`src/rtl/regfile_wb_ctrl.sv`:
```
// rtl/regfile_wb_ctrl.sv - register-file write-port controller: clear sweep, then A/B arbitration
// A (core writeback) has priority; B is forced after STARVE_MAX consecutive losses.
module regfile_wb_ctrl #(
    parameter int XLEN       = 32,
    parameter int NREG       = 32,
    parameter int AW         = 5,
    parameter int STARVE_MAX = 4
) (
    input  logic            clk,
    input  logic            reset,
    input  logic            a_valid,
    input  logic [AW-1:0]   a_rd,
    input  logic [XLEN-1:0] a_data,
    output logic            a_ready,
    input  logic            b_valid,
    input  logic [AW-1:0]   b_rd,
    input  logic [XLEN-1:0] b_data,
    output logic            b_ready,
    output logic            init_busy,
    output logic            regWrite,
    output logic [AW-1:0]   rd_data,
    output logic [XLEN-1:0] write_data
);

    localparam int SW = $clog2(STARVE_MAX + 1);
    localparam logic [AW-1:0] LAST_IDX = AW'(NREG - 1);
    localparam logic [SW-1:0] STARVE_LIM = SW'(STARVE_MAX);

    typedef enum logic [0:0] {
        S_INIT = 1'b0,
        S_RUN  = 1'b1
    } state_t;

    state_t        state;
    logic [AW-1:0] idx;
    logic [SW-1:0] starve;
    logic          running;
    logic          force_b;

    always_comb begin
        running   = (state == S_RUN);
        init_busy = (state == S_INIT);
        force_b   = running && (starve == STARVE_LIM);
        a_ready   = running && a_valid && !(force_b && b_valid);
        b_ready   = running && b_valid && !a_ready;
    end

    always_ff @(posedge clk) begin
        if (reset) begin
            state      <= S_INIT;
            idx        <= AW'(1);
            starve     <= '0;
            regWrite   <= 1'b0;
            rd_data    <= '0;
            write_data <= '0;
        end else if (state == S_INIT) begin
            regWrite   <= 1'b1;
            rd_data    <= idx;
            write_data <= '0;
            idx        <= idx + AW'(1);
            starve     <= '0;
            // Leave the sweep on the edge that drives the last register.
            if (idx == LAST_IDX) begin
                state <= S_RUN;
            end
        end else begin
            // Writes to x0 are accepted and swallowed: index/data update, enable stays low.
            if (a_ready) begin
                regWrite   <= |a_rd;
                rd_data    <= a_rd;
                write_data <= a_data;
            end else if (b_ready) begin
                regWrite   <= |b_rd;
                rd_data    <= b_rd;
                write_data <= b_data;
            end else begin
                regWrite   <= 1'b0;
            end

            if (b_valid && a_ready) begin
                if (starve != STARVE_LIM) begin
                    starve <= starve + SW'(1);
                end
            end else begin
                starve <= '0;
            end
        end
    end

endmodule

```
`config.mk`:
```
export PLATFORM = sky130hd
export DESIGN_NAME = regfile_wb_ctrl
export DESIGN_NICKNAME = d
export VERILOG_FILES = /design/src/rtl/regfile_wb_ctrl.sv
export SDC_FILE = /design/constraint.sdc
export NUM_CORES = 1
export LEC_CHECK = 0
export ABC_AREA = 1
export BUFFER_PORTS_ARGS = -buffer_cell sky130_fd_sc_hd__clkbuf_2
export CORE_ASPECT_RATIO = 1.1
export CORE_MARGIN = 4
export CORE_UTILIZATION = 35
export DETAILED_ROUTE_END_ITERATION = 6
export GPL_ROUTABILITY_DRIVEN = 0
export PLACE_DENSITY_LB_ADDON = 0.25
export SLEW_MARGIN = 40
export SYNTH_ARGS = -nofsm -noshare
export SYNTH_HDL_FRONTEND = slang
export SYNTH_SLANG_ARGS = --single-unit
```
`constraint.sdc`:
```
create_clock -name clk -period 3.1 [get_ports clk]
set_input_delay 0.31 -clock clk [delete_from_list [all_inputs] [get_ports clk]]
set_output_delay 0.31 -clock clk [all_outputs]
set_load 0.01 [all_outputs]
```
==> results of run 1 <==
critical path, stage by stage, from the launching register on:
cell      delay (ns)
dfxtp_1         0.70
nand2_2         0.15
inv_2           0.10
nand2_2         0.06
inv_2           0.50
clkbuf_2        0.25
state kept, by name, indices dropped and copies added, names as in the netlist:
| register | cells |
|---|---|
| starve | 3 |
| rd_data | 5 |
| write_data | 32 |
| regWrite | 1 |
| idx | 5 |
| running | 1 |
power by group through the flow:
stage / clock network [W] / logic [W] / registers (W)
3_3_place_gp: 0 / 0.0000935 / 0.000631
5_1_grt: 0.000408 / 0.000107 / 0.000618
3_5_place_dp: 0 / 0.0000942 / 0.000632
6_report: 0.000367 / 0.0000932 / 0.000617
4_1_cts: 0.000383 / 0.0000946 / 0.000618
2_1_floorplan: 0 / 0.0000326 / 0.000633
synthesized netlist by cell type:
cell type	number	share of area (%)
nand2_4	1	0.45
a21oi_1	10	2.0
o21ai_0	32	6.4
o21ai_1	7	1.4
nor2_1	25	3.7
dfxtp_1	47	37
buf_4	4	1.2
xnor2_1	1	0.35
buf_6	6	2.7
ha_1	4	2.0
nand2_1	118	18
clkbuf_1	2	0.30
buf_2	9	1.8
inv_2	3	0.45
nand2_2	2	0.50
xor2_1	1	0.35
nor3_1	3	0.60
inv_1	85	13
nand3_1	41	8.2
layer usage:
metal  GRT usage, %  share of wire, %  vias to the layer above
met4           4.53               1.3                        0
li1               -                 -                     1412
met3           3.75               6.1                        6
met2           28.5                50                       67
met1           17.8                43                     1177
met5              0                 0                        -
worst min-delay path by stage:
stage / start / end / slack, ns / depth (start not counted)
final: a_data[8] / write_data[8]$_SDFFE_PP0P_ / 0.29 / 5
after global routing: a_data[2] / write_data[2]$_SDFFE_PP0P_ / 0.29 / 5
after CTS: a_data[4] / write_data[4]$_SDFFE_PP0P_ / 0.28 / 5
after detailed placement: idx[3]$_SDFFE_PP0N_ / idx[3]$_SDFFE_PP0N_ / 0.44 / 1
after global placement: idx[3]$_SDFFE_PP0N_ / idx[3]$_SDFFE_PP0N_ / 0.44 / 1
after floorplan: idx[3]$_SDFFE_PP0N_ / idx[3]$_SDFFE_PP0N_ / 0.42 / 1
stage by stage:
stage / power [W] / std cells / setup slack, ns / hold WS [ns] / instance area [um^2]
6_report: 0.00108 / 595 / 0.727 / 0.287 / 3180
3_5_place_dp: 0.000726 / 587 / 1.04 / 0.443 / 3100
5_1_grt: 0.00113 / 595 / 0.549 / 0.289 / 3180
2_1_floorplan: 0.000665 / 401 / 1.68 / 0.422 / 2510
3_3_place_gp: 0.000725 / 587 / 1.10 / 0.436 / 3100
4_1_cts: 0.00110 / 595 / 0.703 / 0.279 / 3180
logic make-up after synthesis:
logic type,synth area share (%)
xor+xnor,0.697
flops,37.4
compound gates,9.75
buf+inv,19.1
simple gates,31.0
fa+ha+maj,1.99
final cells by class:
| cell class | count | area (um^2) |
|---|---|---|
| Timing Repair Buffer | 122 | 621 |
| Tap cell | 85 | 106 |
| Fill cell | 779 | 3820 |
| Sequential cell | 47 | 941 |
| Clock inverter | 2 | 12.5 |
| Multi-Input combinational cell | 245 | 1100 |
| Clock buffer | 6 | 72.6 |
| Inverter | 88 | 330 |
==> reports/results.txt, run 1 <==
CORE AREA - 0.00701 mm^2
DRT Pass-1 Iters - 4
post-CTS sizing - 0
CTS tree - yes
post-DP HPWL - 4800 um
RR Endpoint - starve[1]$_SDFFE_PP0P_
WP data required - 2.79 ns
FF-to-FF path depth - 6
post-route ant nets - 0
Yosys cell types - 19
vias in the first global route - 2612
critical path endpoint - a_ready
Net Switching - 0.000256 W
worst relative slew slack - 54.8%
via count - 2662
clock skew - 0.00420 ns
die height - 96.9 um
fin crit period - 2.37 ns
Logic pwr share - 8.6%
FMAX - 0.421 GHz
initial detailed-routing violation count - 100
largest net degree at the start of global routing - 41
r2r startpoint - running$_SDFF_PP0_
Crit Path Class - register to primary output
Setup crit start - running$_SDFF_PP0_
Clock Pin Slew Worst Setup and Hold Paths - 0.09 ns
flop2flop setup slack - 1.08 ns
PD cells - 339 mW/mm^2
clock group share of total power - 34.1%
setup bufs post-CTS - 0
DRT Wirelength - 6380 um
layout net count - 591
commonest non-fill, non-tap cell in the layout - clkbuf_2
Critical Path AT - 2.06 ns
# setup viols final - 0
Die Width - 88.8 um
H-tree depth - 2
Clock Path Buffers - 2
post-synthesis sequential area ratio - 37.4%
Overall Global Routing Usage - 15.8%
area grow syn2layout - 26.5%
Max FO, Critical Path - 40
Sw Ratio - 23.8%
Syn. warnings - 0
Pins Over Slew Limit - 0
CTS root buffer - clkbuf_8
# diodes - 0
num ports - 119
hold_buf cts - 0
Post-Syn Area - 0.00251 mm^2
maximum vdd drop - 168 uV
antenna violations before repair - 0
Initial Util - 35.9%
final setup TNS - 0 ns
Synth Instances - 401
Synth Register Bits - 47
syn_nets - 483
Hold Fails Final Rpt - 0
# DRC - 0
type of the worst min-delay path - input pin to register
status - finished, final reports clean
RSZ-0062 raised after global routing - no
Core Util, Final - 45.4%
first-pass GRT wire length - 11100 um
share of power burned in registers - 57.3%
crit path launch type - register
PortBufs - 118
total gr overflow - 0
Worst Tran Pin Value - 0.678 ns
Core Rows - 32
commonest cells after routing, fill and taps aside - clkbuf_2, nand2_1, inv_1
Leakage - 2.02 nW
die area - 0.00861 mm^2
layout cells sized above 1 - 26.9%
Final period util - 76.6%
Post-Syn Area per Cell - 6.27 um^2
Int Pwr - 0.000822 W
CTS buffer count - 5
max-cap violation count - 0
Vias/cell - 4.47
WL/cell - 10.7 um
Clock Latency Late Sink - 0.30 ns
CP Capture Type - primary output
clk sinks - 47
Power figures use the tool's default switching activity.
==> run 2, diff against run 1 <==
Clock period 3.1 ns to 2.25 ns, I/O delays scaled along.
==> reports/results.txt, run 2 (synthesis results as in run 1) <==
FF+latch area - 941 um^2
Clock Latency Late Sink - 0.29 ns
Overall Global Routing Usage - 15.6%
CP cell instances - inv_1 -> ha_1 -> nand3_1 -> nand2_2 -> inv_2 -> nor2_1 -> clkbuf_2
status - finished, final reports clean
Crit Path Class - register to primary output
CORE AREA - 0.00701 mm^2
Clock Pin Slew Worst Setup and Hold Paths - 0.08 ns
Top reg by flops - write_data
setup bufs post-CTS - 0
fin crit period - 1.79 ns
DRT Pass-1 Iters - 5
commonest cells after routing, fill and taps aside - clkbuf_2, nand2_1, inv_1
Post-Layout Cell Count - 596
CP max stage delay - 0.34 ns
die area - 0.00861 mm^2
# diodes - 0
PD cells - 487 mW/mm^2
total gr overflow - 0
WL/cell - 10.9 um
Worst path slowest cell - dfxtp_1
Initial Util - 35.9%
# setup viols final - 0
Core Rows - 32
CTS root buffer - clkbuf_8
first-pass GRT wire length - 10800 um
RSZ-0062 raised after global routing - no
CTS buffer count - 5
Leakage - 2.05 nW
max FFs per register - 32
commonest non-fill, non-tap cell in the layout - clkbuf_2
worst relative slew slack - 74.3%
Worst Tran Pin Value - 0.385 ns
Critical Path AT - 1.57 ns
# DRC - 0
die height - 96.9 um
layout cells sized above 1 - 27.0%
placed cell count - 589
maximum vdd drop - 267 uV
Die Width - 88.8 um
post-CTS sizing - 0
clock skew - 0.0108 ns
DP Worst Slack - 0.690 ns
type of the worst min-delay path - input pin to register
final setup TNS - 0 ns
Pins Over Slew Limit - 0
FMAX - 0.558 GHz
clk sinks - 47
PortBufs - 118
vias in the first global route - 2467
post-route ant nets - 0
CP Capture Type - primary output
max-cap violation count - 0
Clock Path Buffers - 2
H-tree depth - 2
initial detailed-routing violation count - 85
Max FO, Critical Path - 16
post-DP HPWL - 4990 um
number of fill cells - 759
layout net count - 593
crit path launch type - register
Hold Fails Final Rpt - 0
Final period util - 79.6%
largest net degree at the start of global routing - 52
Largest regs - write_data (32), idx (5), rd_data (5)
WP data required - 2.03 ns
area grow syn2layout - 28.8%
DRT Wirelength - 6520 um
num ports - 119
multi-input logic area - 0.00110 mm^2
via count - 2601
setup ws final - 0.459 ns
antenna violations before repair - 0
hold_buf cts - 0
CTS tree - yes
Vias/cell - 4.36
[run 2: cell count changes in the layout (fill, tap and decap cells not counted)]
cell and delta:
buf_12 +2, clkinvlp_4 -1, bufinv_16 +1, clkinv_2 -1
[run 2: area by class of cell]
class / instances / share of cell area [%]
clock buffers: 6 / 2.24
clock inverters: 1 / 0.927
inverters: 88 / 10.2
multi-input cells: 245 / 33.9
flip-flops and latches: 47 / 29.0
well taps: 85 / 3.28
repair buffers: 124 / 20.4
[run 2: worst paths after layout]
path	from	endpoint	slack, ns	depth (start not counted)
setup / recovery	starve[0]$_SDFFE_PP0P_	b_ready	0.46	7
setup reg to reg	starve[0]$_SDFFE_PP0P_	rd_data[1]$_SDFFE_PP0P_	0.69	8
hold reg to reg	idx[3]$_SDFFE_PP0N_	idx[3]$_SDFFE_PP0N_	0.46	1
hold / removal	a_data[21]	write_data[21]$_SDFFE_PP0P_	0.21	5
[run 2: stage by stage]
step / power [W] / hold slack, ns / cell area (um^2) / utilization, %
2_1_floorplan: 0.000916 / 0.411 / 2510 / -
5_1_grt: 0.00166 / 0.229 / 3240 / 46.2
3_5_place_dp: 0.00100 / 0.445 / 3140 / 44.8
4_1_cts: 0.00161 / 0.196 / 3240 / 46.2
6_report: 0.00158 / 0.212 / 3240 / 46.2
3_3_place_gp: 0.00100 / 0.442 / 3140 / 44.8
[run 2: report_power, final]
| group | switching, W | leakage, nW | internal [W] |
|---|---|---|---|
| combinational | 0.0000589 | 1.62 | 0.0000712 |
| sequential | 0.00000773 | 0.380 | 0.000843 |
| clock | 0.000270 | 0.0513 | 0.000326 |
| total | 0.000337 | 2.05 | 0.00124 |
[run 2: layer usage]
metal	part of all wire, %	track usage (%)	vias up
li1	-	-	1417
met1	44	19.3	1099
met2	48	26.6	75
met3	6.2	3.15	10
met4	1.5	4.65	0
met5	0	0	-
[run 2: worst max-delay path, delay by kind of cell (launching register included)]
family                     cells  cell delay (ns)
DFF                            1             0.34
and+or+nand+nor                3             0.29
adders and majority gates      1             0.22
buffers and inverters          3             0.44
==> run 3, diff against run 2 <==
Clock period 2.25 ns to 1.4 ns, I/O delays scaled along.
==> reports/results.txt, run 3 (synthesis results as in run 1) <==
clock skew - 0.00583 ns
crit path launch type - register
Crit path top cell by count - inv_2
FF-to-FF path depth - 11
Max FO, Critical Path - 4
CP Buf/Inv Count - 4
clk sinks - 47
first-pass GRT wire length - 10900 um
area grow syn2layout - 37.7%
Largest regs - write_data (32), idx (5), rd_data (5)
initial detailed-routing violation count - 78
PD cells - 691 mW/mm^2
commonest cells after routing, fill and taps aside - nand2_1, clkbuf_2, inv_1
layout net count - 611
Clock Path Buffers - 2
FMAX - 0.669 GHz
Vias/cell - 4.44
# DRC - 0
RR Endpoint - write_data[10]$_SDFFE_PP0P_
number of fill cells - 758
FF+latch area - 946 um^2
clock group share of total power - 33.9%
DRT Pass-1 Iters - 4
antenna violations before repair - 0
Pins Over Slew Limit - 0
WP data required - 1.26 ns
Logic pwr share - 8.9%
flop2flop setup slack - -0.01 ns
layout cells sized above 1 - 32.3%
fin crit period - 1.49 ns
Core Util, Final - 49.4%
CTS root buffer - clkbuf_8
Core Rows - 32
H-tree depth - 2
die height - 96.9 um
largest net degree at the start of global routing - 41
WL/cell - 11.6 um
Die Width - 88.8 um
Critical Path AT - 1.35 ns
Initial Util - 35.9%
Clock Pin Slew Worst Setup and Hold Paths - 0.09 ns
post-DP HPWL - 5120 um
Leakage - 2.16 nW
setup ws final - -0.0948 ns
critical path's top delay family - buffers and inverters
via count - 2733
total gr overflow - 0
CP Capture Type - primary output
RSZ-0062 raised after global routing - yes
PortBufs - 118
multi-input logic area - 0.00114 mm^2
type of the worst min-delay path - input pin to register
max FFs per register - 32
Sw Ratio - 24.2%
vias in the first global route - 2477
# setup viols final - 4
CP cell instances - inv_2 -> ha_4 -> nand3_2 -> nand2_2 -> inv_2 -> buf_6 -> nor2_1 -> buf_2
Overall Global Routing Usage - 15.7%
post-route ant nets - 0
CTS tree - yes
Top reg by flops - write_data
Crit Path Class - register to primary output
r2r startpoint - starve[0]$_SDFFE_PP0P_
CORE AREA - 0.00701 mm^2
failing checks - negative setup slack
worst relative slew slack - 80.2%
maximum vdd drop - 320 uV
Worst Tran Pin Value - 0.296 ns
Worst Hold Path Cells - 5
share of power burned in registers - 57.2%
Worst path slowest cell - dfxtp_2
hold_ws - 0.115 ns
CP max stage delay - 0.34 ns
Hold Fails Final Rpt - 0
Hold Crit Start - a_data[25]
Int Pwr - 0.00181 W
max-cap violation count - 0
status - finished with violations
num ports - 119
# diodes - 0
commonest non-fill, non-tap cell in the layout - nand2_1
endpoint of the worst hold path - write_data[25]$_SDFFE_PP0P_
Clock Latency Late Sink - 0.30 ns
Final period util - 107%
Net Switching - 0.000579 W
CTS buffer count - 5
DRT Wirelength - 7120 um
die area - 0.00861 mm^2
[run 3: changes by cell type in the layout (fill, tap and decap cells not counted), sizes merged]
cell / before / now
buf: 6 / 24
clkinv: 0 / 3
bufinv: 1 / 0
clkbuf: 124 / 123
[run 3: worst min-delay path, stage by stage]
cell,delay (ns)
clkbuf_2,0.07
nand2_1,0.04
nand3_1,0.05
nand2_1,0.04
inv_1,0.04
[run 3: through the flow]
step           setup WS [ns]  area, um^2  TNS (ns)  cells  power (W)
4_1_cts               -0.128        3360    -0.153    610    0.00242
2_1_floorplan         0.0772        2510         0    401    0.00147
5_1_grt               -0.161        3460     -2.33    615    0.00250
3_5_place_dp        -0.00308        3210  -0.00321    597    0.00161
6_report             -0.0948        3460    -0.144    615    0.00239
3_3_place_gp          0.0511        3210         0    597    0.00161
[run 3: power by group through the flow]
| stage | clock (W) | combinational [W] | sequential [W] |
|---|---|---|---|
| 3_3_place_gp | 0 | 0.000208 | 0.00140 |
| 5_1_grt | 0.000887 | 0.000243 | 0.00137 |
| 4_1_cts | 0.000843 | 0.000211 | 0.00137 |
| 6_report | 0.000811 | 0.000214 | 0.00137 |
| 3_5_place_dp | 0 | 0.000210 | 0.00140 |
| 2_1_floorplan | 0 | 0.0000721 | 0.00140 |
[run 3: repair_timing]
action                     in CTS  in global routing
hold buffers                    0                  0
buffers inserted                5                  2
pin swaps                       3                  5
cloned                          0                  3
setup endpoints to repair      32                 40
gates resized for setup         9                 11
[run 3: how the worst max path moves through the flow]
stage,startpoint,end,cells after the start
global placement,starve[0]$_SDFFE_PP0P_,write_data[20]$_SDFFE_PP0P_,9
global route,starve[0]$_SDFFE_PP0P_,b_ready,8
finish,starve[0]$_SDFFE_PP0P_,b_ready,8
CTS,starve[0]$_SDFFE_PP0P_,b_ready,8
floorplan,starve[0]$_SDFFE_PP0P_,write_data[11]$_SDFFE_PP0P_,10
detailed placement,starve[0]$_SDFFE_PP0P_,rd_data[2]$_SDFFE_PP0P_,9
[run 3: area by class of cell]
| type | instances | area share [%] |
|---|---|---|
| repair buffers | 142 | 24.8 |
| inverters | 88 | 9.54 |
| clock inverters | 3 | 0.434 |
| flip-flops and latches | 47 | 27.3 |
| well taps | 85 | 3.07 |
| multi-input cells | 245 | 32.9 |
| clock buffers | 5 | 1.99 |
[run 3: metal layers]
layer	global-route usage [%]	vias up	routed length, um
li1	-	1448	-
met1	19.7	1190	3050
met2	26.3	86	3470
met3	2.90	9	493
met4	5.35	0	108
met5	0	-	0
